$ cat src/rtl/mux_nto1_stream.sv
// mux_nto1_stream: registered N:1 valid/ready stream mux with explicit-select or round-robin arbitration and packet lock
//   clk, rst_n          : rising-edge clock, asynchronous active-low reset
//   mode, sel           : 0 = grant channel sel, 1 = round-robin from rr_ptr
//   in_data             : N channels, channel i at bits [i*W +: W]
//   in_valid, in_last   : per-channel beat valid and last-beat-of-packet
//   in_ready            : per-channel accept, combinational, at most one bit set
//   out_data/out_valid/out_last/out_chan : registered held beat and its source channel
//   out_ready           : consumer accept
module mux_nto1_stream #(
   parameter int N = 4,
   parameter int W = 8,
   localparam int SELW = $clog2(N)
) (
   input  logic              clk,
   input  logic              rst_n,
   input  logic              mode,
   input  logic [SELW-1:0]   sel,
   input  logic [N*W-1:0]    in_data,
   input  logic [N-1:0]      in_valid,
   input  logic [N-1:0]      in_last,
   output logic [N-1:0]      in_ready,
   output logic [W-1:0]      out_data,
   output logic              out_valid,
   output logic              out_last,
   output logic [SELW-1:0]   out_chan,
   input  logic              out_ready
);
   typedef enum logic {IDLE, LOCKED} state_t;
   localparam logic [SELW:0]   NUM     = (SELW + 1)'(N);
   localparam logic [SELW-1:0] LAST_CH = SELW'(N - 1);
   state_t          state_q, state_d;
   logic [SELW-1:0] lock_chan_q, lock_chan_d;
   logic [SELW-1:0] rr_ptr_q, rr_ptr_d;
   logic [SELW-1:0] out_chan_q, out_chan_d;
   logic [W-1:0]    out_data_q, out_data_d;
   logic            out_valid_q, out_valid_d;
   logic            out_last_q, out_last_d;
   logic            pkt_rr_q, pkt_rr_d;
   logic [SELW-1:0] g;
   logic [W-1:0]    g_data;
   logic            g_last, grant_ok, rr_found, load_en, xfer, rr_now;
   // Grant candidate: locked channel, explicit select, or first valid channel at/after rr_ptr
   always_comb begin
      g = sel;
      grant_ok = 1'b0;
      rr_found = 1'b0;
      if (state_q == LOCKED) begin
         g = lock_chan_q;
         grant_ok = in_valid[lock_chan_q];
      end else if (!mode) begin
         grant_ok = ({1'b0, sel} < NUM) && in_valid[sel];
      end else begin
         for (int k = 0; k < N; k++) begin
            if (!rr_found && in_valid[(int'(rr_ptr_q) + k) % N]) begin
               rr_found = 1'b1;
               g = SELW'((int'(rr_ptr_q) + k) % N);
            end
         end
         grant_ok = rr_found;
      end
   end
   always_comb begin
      g_data = in_data[int'(g) * W +: W];
      g_last = in_last[g];
      load_en = !out_valid_q || out_ready;
      xfer = rst_n && load_en && grant_ok;
      in_ready = '0;
      for (int i = 0; i < N; i++) in_ready[i] = xfer && (int'(g) == i);
      // a packet follows round-robin rules if it started in mode 1, whatever mode says now
      rr_now = (state_q == IDLE) ? mode : pkt_rr_q;
      out_valid_d = load_en ? xfer : out_valid_q;
      out_data_d = xfer ? g_data : out_data_q;
      out_last_d = xfer ? g_last : out_last_q;
      out_chan_d = xfer ? g : out_chan_q;
      state_d = xfer ? (g_last ? IDLE : LOCKED) : state_q;
      lock_chan_d = (xfer && state_q == IDLE) ? g : lock_chan_q;
      pkt_rr_d = (xfer && state_q == IDLE) ? mode : pkt_rr_q;
      rr_ptr_d = (xfer && g_last && rr_now) ? ((g == LAST_CH) ? '0 : g + SELW'(1)) : rr_ptr_q;
   end
   always_ff @(posedge clk or negedge rst_n) begin
      if (!rst_n) begin
         state_q <= IDLE;
         lock_chan_q <= '0;
         rr_ptr_q <= '0;
         pkt_rr_q <= 1'b0;
         out_valid_q <= 1'b0;
         out_data_q <= '0;
         out_last_q <= 1'b0;
         out_chan_q <= '0;
      end else begin
         state_q <= state_d;
         lock_chan_q <= lock_chan_d;
         rr_ptr_q <= rr_ptr_d;
         pkt_rr_q <= pkt_rr_d;
         out_valid_q <= out_valid_d;
         out_data_q <= out_data_d;
         out_last_q <= out_last_d;
         out_chan_q <= out_chan_d;
      end
   end
   assign out_data = out_data_q;
   assign out_valid = out_valid_q;
   assign out_last = out_last_q;
   assign out_chan = out_chan_q;
endmodule

$ cat config.mk
export PLATFORM = sky130hd
export DESIGN_NAME = mux_nto1_stream
export DESIGN_NICKNAME = d
export VERILOG_FILES = /design/src/rtl/mux_nto1_stream.sv
export SDC_FILE = /design/constraint.sdc
export NUM_CORES = 1
export LEC_CHECK = 0
export ABC_AREA = 0
export BUFFER_PORTS_ARGS = -buffer_cell sky130_fd_sc_hd__buf_2
export CELL_PAD_IN_SITES_DETAIL_PLACEMENT = 0
export CELL_PAD_IN_SITES_GLOBAL_PLACEMENT = 2
export CORE_AREA = 2 2 77 79
export DETAILED_ROUTE_END_ITERATION = 10
export DIE_AREA = 0 0 79 81
export GPL_TIMING_DRIVEN = 1
export PLACE_DENSITY_LB_ADDON = 0.1
export RECOVER_POWER = 100
export SYNTH_ARGS = -nofsm -noshare
export SYNTH_HDL_FRONTEND = slang
export SYNTH_SLANG_ARGS = --single-unit
$ cat constraint.sdc
create_clock -name clk -period 4.9 [get_ports clk]
set_input_delay 0.245 -clock clk [delete_from_list [all_inputs] [get_ports clk]]
set_output_delay 0.245 -clock clk [all_outputs]
set_load 0.05 [all_outputs]
==> Yosys cells after proc, flatten, opt, wreduce, memory -nomap -nowiden <==
Index checks and enable logic that the tools add are counted.
{ "totals": {"ff_bits": 18, "elab_cells": 87, "output_inout_bits": 16} }
{ "classes": {"n_eq_ne": 4, "shift": 1, "magnitude_cmp": 7, "n_reduce_logical": 21, "n_bitwise": 4, "mux": 38, "add_sub_neg": 4} }
{ "op_table": {"columns": ["op", "n"], "rows": [
  ["$shiftx A32 B6 Y8", 1],
  ["$mux W1", 24],
  ["$bmux W1 S2", 7],
  ["$mux W2", 7],
  ["$logic_and A1 B1 Y1", 12],
  ["$lt A2 B3 Y1 const B", 4],
  ["$lt A3 B4 Y1 const B", 3],
  ["$eq A2 B2 Y1 const B", 3],
  ["$reduce_or A2 Y1", 3],
  ["$add A2 B1 Y2 const B", 2],
  ["$add A2 B2 Y2 const B", 2],
  ["$logic_not A1 Y1", 4],
  ["$and A1 B1 Y1 const A", 3],
  ["$eq A2 B1 Y1 const B", 1],
  ["$logic_not A2 Y1", 1],
  ["$logic_or A1 B1 Y1", 1],
  ["$not A1 Y1", 1]
]} }

==> Longest topological paths before layout <==
Gate-level depths: netlist of run 1.
{ "depth": {"ltp_word": 24, "mapped_depth": 12} }

==> Least setup slack after synthesis of run 1 <==
OpenSTA, ideal clock, no wires.
{ "synth_path": {"path_type": "register to output", "start": "register rr_ptr_q[1]", "end": "output port in_ready[3]", "n_path_buf": 2, "arrival_ns": 2.328, "required_time_ns": 4.655, "path_slack_ns": 2.327, "path_stages_with_launch": 11, "cell_sequence": "dfrtp_1 -> buf_4 -> or4b_1 -> a21oi_1 -> a2111oi_2 -> o211ai_2 -> mux2i_4 -> buf_6 -> inv_1 -> ha_1 -> and2_1"} }
{ "synth_between": {"elab_chain_cells": 22, "elab_cells_between_ends": 41, "classes_between": "add/sub (3); eq/ne (1); mux (29); reduce/logical (8)"} }
{ "synth_lines": {"columns": ["element", "line", "rtl"], "rows": [
  ["from (decl)", "33", "logic [SELW-1:0] rr_ptr_q, rr_ptr_d;"],
  ["from (signal assigned)", "93", "rr_ptr_q <= rr_ptr_d;"],
  ["$bmux W1 S2", "54", "if (!rr_found && in_valid[(int'(rr_ptr_q) + k) % N]) begin"],
  ["$mux W1 (not written as such)", "54", null],
  ["$mux W1", "54", null],
  ["$mux W1", "50", "end else if (!mode) begin"],
  ["$mux W1", "47", "if (state_q == LOCKED) begin"],
  ["$logic_not A1 Y1", "54", null],
  ["$logic_and A1 B1 Y1", "54", null],
  ["$mux W1", "54", null],
  ["(+7 left out)", null, null],
  ["$logic_not A1 Y1", "54", null],
  ["$logic_and A1 B1 Y1", "54", null],
  ["$mux W2 *", "54", null],
  ["$mux W2 *", "50", null],
  ["$mux W2 *", "47", null],
  ["named net g[1]", "39", "logic [SELW-1:0] g;"],
  ["$eq A2 B1 Y1 *", "68", "for (int i = 0; i < N; i++) in_ready[i] = xfer && (int'(g) == i);"],
  ["$logic_and A1 B1 Y1 *", "68", null],
  ["to (decl)", "21", "output logic [N-1:0] in_ready,"]
]} }
Mark *: on every way through the listed nets, which the timed path passes. The rest lies on a longest branch. The select of a mux whose other input is x is not followed.

==> Worst setup path in the final report of run 1 <==
{ "layout_path": {"start": "input port rst_n", "end": "output port in_ready[1]"} }
{ "layout_between": {"elab_chain_cells": 3} }
{ "layout_lines": {"columns": ["element", "line", "rtl"], "rows": [
  ["from (decl)", "15", "input logic rst_n,"],
  ["$logic_and A1 B1 Y1 (2 in a row)", "66", "xfer = rst_n && load_en && grant_ok;"],
  ["$logic_and A1 B1 Y1", "68", null]
]} }
Every way passes these cells.

==> flow_metrics.tcl, run 1 <==
set metrics [dict create \
    outcome "finished clean" \
    powerDensity_nw_per_um2 617 \
    synth_cell_type_count 46 \
    crit_path_end_kind "output pin" \
    ant_nets 0 \
    reg2reg_from "rr_ptr_q[1]$_DFFE_PN0P_" \
    io_buffer_count 61 \
    multi_input_area_um2 1060 \
    hold_viol 0 \
    power.switching_mw 0.627 \
    async_flop_share_pct 100 \
    comb_power_share_pct 65.0 \
    place_inst 290 \
    ioPinCount 62 \
    synthTopCellsByCount "mux2i_1 (25), dfrtp_1 (18), nor2_1 (13), mux2_2 (10), a21oi_1 (8)" \
    p_int_mw 0.606 \
    fp.dieH_um 81 \
    avgSynthCellArea_um2 10.0 \
    core_um2 5680 \
    clock_skew_ns 0.00575 \
    num_vias 1407 \
    wl_per_cell_um 13.5 \
    grt_usage_pct 13.2 \
    power_frac_clock_pct 10.0 \
    drv_slew 0 \
    ys.warnings.count 0 \
    synth_top_area_share_pct 27.6 \
    hpwlAfterDp_um 3060 \
    fmax_ghz 0.271 \
    regArea_um2 450 \
    drt-pass1-iter-count 4 \
    place.gp.congestion 0.728 \
    crit_fanout 19 \
    diodes 0 \
    crit_arrival_ns 3.44 \
    cts_tree "yes" \
    tightest_slew_ns 1.09 \
    clock_sinks 18 \
    crit_start "rst_n" \
    viasPerCell 4.77 \
    syn-num-nets 213 \
    cp.required_ns 4.66 \
    cts_setup_buffers 0 \
    insertion_delay_ns 0.25 \
    synth_top_area_cell "dfrtp_1" \
    fill_cells 615 \
    maxCapViolations 0 \
    cts.clk_slew.worst_paths_ns 0.07 \
    min_period_ns 3.68 \
    slew_headroom_pct 27.2 \
    drcViolationCount 0 \
    synth-edff-count 0 \
    drive_gt1_share_pct 32.3 \
    post-route-period-util_pct 75.2 \
    cts_buffers 3 \
    cts.path.max_buffers 2 \
    syn-cell-area_um2 1630 \
    routed_wl_um 3990 \
    grt_pass1_wl_um 6710 \
    drt-initial-drc-count 36 \
    grt_start_max_net_pins 23 \
    swShare_pct 50.9 \
    fin_nets 271 \
    hold_start "out_ready" \
    ys.flop_type "dfrtp_1" \
    vdd_drop_max_v 0.000272 \
    hp-class "in -> reg" \
    synth_seq_cells 18 \
    overflow 0 \
    start_util_pct 28.7 \
    root_buffer "clkbuf_8" \
    final_cells 295 \
    rsz0062_at_grt "false" \
    setup_viol 0 \
    power_frac_seq_pct 24.9 \
    std_cell_rows 28 \
    die_area_um2 6400 \
    ys_seq_area_share_pct 27.6 \
    critPathLaunchType "primary input" \
    area_growth_pct 22.5 \
    synth_area_leaders "dfrtp_1 (28%), mux2i_1 (15%), mux2_2 (6.9%), ha_1 (3.1%), nor2_1 (3.0%)" \
    synth_cells 163 \
    fin_setup_tns_ns 0 \
    yosysMostFrequentCell "mux2i_1" \
    grt_pass1_vias 1406 \
    path_class "in -> out" \
    die_x_um 79 \
    p_leak_nw 0.946 \
    htree_levels 1 \
    antenna_found_initial 0 \
]
==> what timing repair did <==
item / CTS / global route
hold buffers: 1 / 0
hold endpoints to repair: 18 / 0
gates resized for setup: 0 / 0
==> flip-flops by register name, summed over array words and instances (netlist names) <==
| register | cells |
|---|---|
| out_data | 8 |
| out_valid | 1 |
| pkt_rr_q | 1 |
| out_last | 1 |
| state_q | 1 |
| lock_chan_q | 2 |
| out_chan | 2 |
| rr_ptr_q | 2 |
==> layout by cell type, fill, tap and decap left out, types with 2 or more instances in the layout <==
cell / synthesis / routed
o21a_1: 2 / 2
o211ai_1: 3 / 4
nor4_1: 2 / 2
o211ai_2: 3 / 2
clkbuf_1: 0 / 17
nand3b_1: 2 / 2
mux4_2: 2 / 2
nor2_1: 13 / 13
and4bb_1: 2 / 2
nand2_1: 5 / 5
nor2b_1: 3 / 3
nand2b_1: 7 / 7
inv_1: 7 / 8
o2111ai_1: 2 / 2
o21ai_1: 2 / 2
a21boi_0: 1 / 2
mux2_2: 10 / 10
a211oi_1: 2 / 2
buf_2: 5 / 44
mux2_1: 2 / 2
mux2i_1: 25 / 25
o21ai_0: 4 / 4
clkbuf_8: 0 / 4
buf_4: 2 / 2
ha_1: 4 / 4
and2_1: 4 / 4
dfrtp_1: 18 / 18
a21oi_1: 8 / 8
==> per-layer routing <==
layer	wire length (um)	track usage, %	vias up
met5	0	0	-
met4	23	4.14	0
met3	206	2.00	2
met2	1920	23.1	40
met1	1840	16.8	646
li1	-	-	719
==> logic make-up after synthesis <==
family          Yosys count  synth area share, %
fa+ha+maj                 4                 3.07
compound gates           37                 17.1
flops                    18                 27.6
buf+inv                  19                 7.05
mux                      41                 28.7
simple gates             44                 16.5
==> path summary, 6_finish.rpt <==
check	to	slack, ns	depth (start not counted)
max in group asynchronous	pkt_rr_q$_DFFE_PN0P_	3.53	2
min in group asynchronous	rr_ptr_q[1]$_DFFE_PN0P_	0.71	2
min	out_valid$_DFFE_PN0N_	0.29	3
max reg2reg	rr_ptr_q[1]$_DFFE_PN0P_	1.92	9
min reg2reg	out_chan[1]$_DFFE_PN0P_	0.48	2
max	in_ready[1]	1.22	6
==> worst max-delay path, cell delays in order <==
cell and delay, ns:
dlygate4sd3_1 0.52, clkbuf_1 0.81, o2111ai_1 0.41, a21oi_2 0.75, and2_1 0.23, clkbuf_1 0.47
==> power groups by stage <==
stage	clock network, mW	logic, mW	registers (mW)
floorplan	0	0.549	0.448
global placement	0	0.829	0.306
global route	0.136	0.882	0.320
finish	0.124	0.802	0.307
CTS	0.130	0.843	0.306
detailed placement	0	0.839	0.308
==> cell type report <==
type	count	area share, %
multi-input combinational	126	53.1
sequential	18	22.5
tap	75	4.69
inverter	8	1.50
clock buffer	4	2.75
timing repair buffer	64	15.5
==> metrics by stage <==
stage          cell area (um2)  setup slack, ns  total power [mW]  util, %  hold slack (ns)
2_1_floorplan             1630             2.33             0.997        -          -0.0506
3_3_place_gp              1960             2.06              1.13     34.5            0.217
3_5_place_dp              1960             2.02              1.15     34.5            0.230
4_1_cts                   2030             1.80              1.28     35.7            0.285
5_1_grt                   2000            0.841              1.34     35.2            0.298
6_report                  2000             1.22              1.23     35.2            0.295
Note: power is estimated with default switching activity, not from simulation.
==> run 2: changes to the inputs <==
--- a/config.mk
+++ b/config.mk
@@ -5,13 +5,13 @@
 export SDC_FILE = /design/constraint.sdc
 export NUM_CORES = 1
 export LEC_CHECK = 0
-export ABC_AREA = 0
+export ABC_AREA = 1
 export BUFFER_PORTS_ARGS = -buffer_cell sky130_fd_sc_hd__buf_2
 export CELL_PAD_IN_SITES_DETAIL_PLACEMENT = 0
 export CELL_PAD_IN_SITES_GLOBAL_PLACEMENT = 2
-export CORE_AREA = 2 2 77 79
+export CORE_AREA = 2 2 85 87
 export DETAILED_ROUTE_END_ITERATION = 10
-export DIE_AREA = 0 0 79 81
+export DIE_AREA = 0 0 87 89
 export GPL_TIMING_DRIVEN = 1
 export PLACE_DENSITY_LB_ADDON = 0.1
 export RECOVER_POWER = 100
==> constraint.sdc (replaced) <==
create_clock -name clk -period 3.7 [get_ports clk]
set_input_delay 0.185 -clock clk [delete_from_list [all_inputs] [get_ports clk]]
set_output_delay 0.185 -clock clk [all_outputs]
set_load 0.05 [all_outputs]
==> run 2 against run 1 <==
Effect of this change: non-clock buffer count is 1 higher; critical path type is now reg -> out; combinational power is 57% higher; final area is 1.1% lower; clock skew is 0.0022 ns lower.
==> flow_metrics.tcl, run 2 <==
set metrics [dict create \
    std_cell_rows 30 \
    grt_start_max_net_pins 23 \
    area_growth_pct 25.1 \
    synth_compound_area_share_pct 15.5 \
    postCtsHoldBufs 1 \
    synth_cell_type_count 23 \
    diodes 0 \
    drt-initial-drc-count 41 \
    hpwlAfterDp_um 3820 \
    synth_seq_cells 18 \
    crit_family "simple AND/OR/NAND/NOR gates" \
    yosysMostFrequentCell "nand2_1" \
    start_util_pct 23.5 \
    rsz0062_at_grt "false" \
    max_stage_delay_ns 0.57 \
    swShare_pct 58.9 \
    muxShareOfSynthArea_pct 0 \
    syn-num-nets 309 \
    crit_fanout 11 \
    tightest_slew_ns 1.07 \
    largest_reg_flops 8 \
    io_buffer_count 61 \
    ys_seq_area_share_pct 28.5 \
    ant_nets 0 \
    crit_path_end_kind "output pin" \
    routed_wl_um 4830 \
    power.switching_mw 1.06 \
    ys.warnings.count 0 \
    core_um2 6720 \
    synth_cells 259 \
    syn-cell-area_um2 1580 \
    power_frac_seq_pct 20.5 \
    reg2reg_from "rr_ptr_q[0]$_DFFE_PN0P_" \
    fin_area_um2 1980 \
    synth_fa_ha_area_share_pct 3.16 \
    viasPerCell 4.34 \
    drv_slew 0 \
    grt_pass1_wl_um 7950 \
    synth_top_area_cell "dfrtp_1" \
    powerDensity_nw_per_um2 906 \
    ctsResizeCount 0 \
    avgSynthCellArea_um2 6.11 \
    power_frac_clock_pct 9.2 \
    vdd_drop_max_v 0.000264 \
    grt_usage_pct 12.9 \
    slowest_stage "dfrtp_1" \
    cp_num_buf_inv 5 \
    clock_skew_ns 0.00351 \
    async_flop_share_pct 100 \
    hold_ws_ns 0.131 \
    power.total_mw 1.79 \
    maxCapViolations 0 \
    insertion_delay_ns 0.25 \
    place.gp.congestion 0.762 \
    hp-class "in -> reg" \
    hold_viol 0 \
    drcViolationCount 0 \
    synth_top_family_by_area "simple AND/OR/NAND/NOR gates" \
    rrSetupSlack_ns 0.76 \
    drt-pass1-iter-count 6 \
    synth-xor-area-share_pct 0 \
    path_class "reg -> out" \
    slew_headroom_pct 28.7 \
    worst_path_most_repeated_cell "nand2_1" \
    synth_top_area_share_pct 28.5 \
    wl_per_cell_um 12.1 \
    setup_viol 0 \
    fp.dieH_um 89 \
    synthTopCellsByCount "nand2_1 (99), inv_1 (31), o21ai_0 (21), nor2_1 (19), dfrtp_1 (18)" \
    fin_setup_tns_ns 0 \
    dpl_worst_slack_ns 0.770 \
    final_cell_mix "nand2_1 (100), buf_2 (45), inv_1 (31)" \
    hold_start "out_ready" \
    post-route-period-util_pct 87.5 \
    synth-simple-area-share_pct 39.4 \
    die_x_um 87 \
    antenna_found_initial 0 \
    fmax_ghz 0.309 \
    clock_sinks 18 \
    outcome "finished clean" \
    htree_levels 1 \
    overflow 0 \
    p_leak_nw 1.10 \
    min_period_ns 3.24 \
    die_area_um2 7740 \
    cts.path.max_buffers 2 \
    drive_gt1_share_pct 21.0 \
    crit_start "rr_ptr_q[0]$_DFFE_PN0P_" \
    ioPinCount 62 \
    cts_buffers 3 \
    synth-edff-count 0 \
    crit_arrival_ns 3.05 \
    cts_tree "yes" \
    path_cells "inv_2, nand2_1, nand2_2, o21ai_0, nand3_1, nand2_1, inv_1, nand2_1, nand2_1, nand3_1, nand2_1, inv_2, ha_1, inv_1, nor2_1, clkbuf_2" \
    p_int_mw 0.736 \
    place_area_um2 1930 \
    fin_ws_ns 0.462 \
    synth_area_leaders "dfrtp_1 (28%), nand2_1 (23%), inv_1 (7.4%), o21ai_0 (6.6%), nand3_1 (5.4%)" \
    grt_pass1_vias 1781 \
    root_buffer "clkbuf_8" \
    cp.required_ns 3.51 \
    cts.clk_slew.worst_paths_ns 0.07 \
    final_common_cell "nand2_1" \
    cts_setup_buffers 0 \
    num_vias 1731 \
    fin_nets 370 \
    ys.flop_type "dfrtp_1" \
    critPathLaunchType "flop" \
    comb_power_share_pct 70.3 \
]
## run 2: path summary, 6_finish.rpt
path,end,cells after the start
setup / recovery,in_ready[3],16
max in group asynchronous,rr_ptr_q[0]$_DFFE_PN0P_,2
hold / removal,out_valid$_DFFE_PN0N_,2
hold reg to reg,out_data[3]$_DFFE_PN0P_,2
min in group asynchronous,out_data[4]$_DFFE_PN0P_,2
setup reg to reg,lock_chan_q[1]$_DFFE_PN0P_,12
## run 2: routing by layer
| metal | global-route usage, % | part of all wire (%) |
|---|---|---|
| met1 | 14.7 | 44 |
| met2 | 23.6 | 48 |
| met5 | 0 | 0 |
| met3 | 2.86 | 6.4 |
| met4 | 4.55 | 2.0 |
## run 2: final cells by class
class / instances / area, um2
fill: 779 / 4740
multi-input combinational: 196 / 916
sequential: 18 / 450
timing repair buffer: 65 / 322
inverter: 36 / 135
tap: 80 / 100
clock buffer: 4 / 55.1
## run 2: power by group through the flow
stage          registers (mW)  clock network (mW)  logic [mW]
2_1_floorplan           0.555                   0       0.846
3_3_place_gp            0.370                   0        1.32
3_5_place_dp            0.370                   0        1.30
4_1_cts                 0.368               0.170        1.31
5_1_grt                 0.385               0.176        1.43
6_report                0.368               0.165        1.26
## run 2: per-stage QoR
stage	util (%)	std cells
2_1_floorplan	-	259
3_3_place_gp	28.8	394
3_5_place_dp	28.8	394
4_1_cts	29.7	399
5_1_grt	29.4	399
6_report	29.4	399
## run 2: cell families after synthesis
kind of cell / Yosys count
AO/OA/AOI/OAI: 43
AND/OR/NAND/NOR: 149
flip-flops: 18
adder cells (fa/ha/maj): 4
buffers and inverters: 45
==> run 3: changes to the inputs <==
--- a/config.mk
+++ b/config.mk
@@ -14,7 +14,6 @@
 export DIE_AREA = 0 0 87 89
 export GPL_TIMING_DRIVEN = 1
 export PLACE_DENSITY_LB_ADDON = 0.1
-export RECOVER_POWER = 100
 export SYNTH_ARGS = -nofsm -noshare
 export SYNTH_HDL_FRONTEND = slang
 export SYNTH_SLANG_ARGS = --single-unit
==> run 3 against run 2 <==
Effect of this change: clock power barely moved; final area rose by 0.95%; critical path depth did not move; sequential cell count did not move; total power rose by 0.91%; setup slack improved by 0.035 ns; highest routed layer unchanged; worst hold slack barely moved; combinational power barely moved; largest cell class unchanged.
==> flow_metrics.tcl, run 3 (same netlist as run 2, synthesis figures left out) <==
set metrics [dict create \
    outcome "finished clean" \
    hold_ws_ns 0.131 \
    crit_fanout 11 \
    area_growth_pct 26.3 \
    ant_nets 0 \
    setup_viol 0 \
    wl_met3_um 328 \
    fin_ws_ns 0.497 \
    ioPinCount 62 \
    fp.dieH_um 89 \
    rsz0062_at_grt "false" \
    powerDensity_nw_per_um2 906 \
    hpwlAfterDp_um 3820 \
    cp.required_ns 3.51 \
    hp-class "in -> reg" \
    cts.path.max_buffers 2 \
    p_leak_nw 1.15 \
    crit_arrival_ns 3.02 \
    grt_start_max_net_pins 23 \
    routed_wl_um 4830 \
    htree_levels 1 \
    place.gp.congestion 0.762 \
    core_um2 6720 \
    critPathLaunchType "flop" \
    ff2ff_path_depth 12 \
    min_period_ns 3.20 \
    fmax_ghz 0.312 \
    root_buffer "clkbuf_8" \
    num_vias 1730 \
    drt-initial-drc-count 43 \
    maxCapViolations 0 \
    largest_reg_flops 8 \
    vdd_drop_max_v 0.000272 \
    dr_wl_met2_um 2320 \
    slew_headroom_pct 70.4 \
    path_class "reg -> out" \
    insertion_delay_ns 0.25 \
    drcViolationCount 0 \
    drive_gt1_share_pct 25.4 \
    top_layer "met4" \
    grt_usage_pct 12.9 \
    start_util_pct 23.5 \
    final_core_util_pct 29.7 \
    crit_start "rr_ptr_q[0]$_DFFE_PN0P_" \
    hold_viol 0 \
    die_area_um2 7740 \
    viasPerCell 4.34 \
    m1WireLength_um 2090 \
    clock_skew_ns 0.00322 \
    cts_tree "yes" \
    drv_slew 0 \
    crit_path_end_kind "output pin" \
    io_buffer_count 61 \
    overflow 0 \
    dpl_worst_slack_ns 0.770 \
    std_cell_rows 30 \
    diodes 0 \
    min_delay_path_depth 2 \
    ctsResizeCount 0 \
    reg2reg_from "rr_ptr_q[0]$_DFFE_PN0P_" \
    drt-pass1-iter-count 4 \
    postCtsHoldBufs 1 \
    cts_setup_buffers 0 \
    hold_start "out_ready" \
    final_common_cell "nand2_1" \
    fin_nets 370 \
    cts_buffers 3 \
    cts.clk_slew.worst_paths_ns 0.07 \
    fill_cells 770 \
    wl_per_cell_um 12.1 \
    tightest_slew_ns 0.444 \
    die_x_um 87 \
    clock_sinks 18 \
    grt_pass1_wl_um 7950 \
    power.total_mw 1.81 \
    final_cell_mix "nand2_1 (99), buf_2 (61), inv_1 (31)" \
    fin_setup_tns_ns 0 \
    post-route-period-util_pct 86.6 \
    grt_pass1_vias 1781 \
    antenna_found_initial 0 \
]
==> run 3: layout make-up <==
type / count / area [um2] / area share [%]
sequential: 18 / 450 / 22.6
inverter: 36 / 135 / 6.77
tap: 80 / 100 / 5.01
multi-input combinational: 196 / 918 / 46.0
timing repair buffer: 65 / 338 / 16.9
clock buffer: 4 / 55.1 / 2.76
==> run 3: worst max-delay path, stage by stage, from the launching register on <==
cell	delay (ns)
dfrtp_1	0.57
inv_2	0.16
nand2_1	0.10
nand2_2	0.07
o21ai_0	0.30
nand3_1	0.15
nand2_1	0.08
inv_1	0.04
nand2_1	0.08
nand2_1	0.07
nand3_1	0.06
nand2_1	0.19
inv_2	0.24
ha_1	0.20
inv_1	0.04
nor2_1	0.10
buf_2	0.28
==> run 3: power by group <==
part,total (mW),switching [mW],internal [mW]
registers,0.367,0.0782,0.289
clock network,0.165,0.0702,0.0946
logic,1.28,0.906,0.372
==> run 3: metrics by stage <==
| step | instance area [um2] | std cells |
|---|---|---|
| final | 2000 | 399 |
| after global routing | 2000 | 399 |
| after CTS | 2000 | 399 |
| after detailed placement | 1930 | 394 |
| after global placement | 1930 | 394 |
| after floorplan | 1580 | 259 |
==> run 3: path summary, 6_finish.rpt <==
path | end | slack (ns)
max reg2reg | lock_chan_q[1]$_DFFE_PN0P_ | 1.02
max | in_ready[3] | 0.50
min in group asynchronous | out_data[4]$_DFFE_PN0P_ | 0.40
min reg2reg | out_data[3]$_DFFE_PN0P_ | 0.47
min | out_valid$_DFFE_PN0N_ | 0.13
max in group asynchronous | rr_ptr_q[0]$_DFFE_PN0P_ | 2.99
==> run 3: per-layer routing <==
metal  vias up  GRT usage, %
met5         -             0
met4         0          4.55
met3         6          2.86
met2        53          23.6
met1       729          14.7
li1        942             -
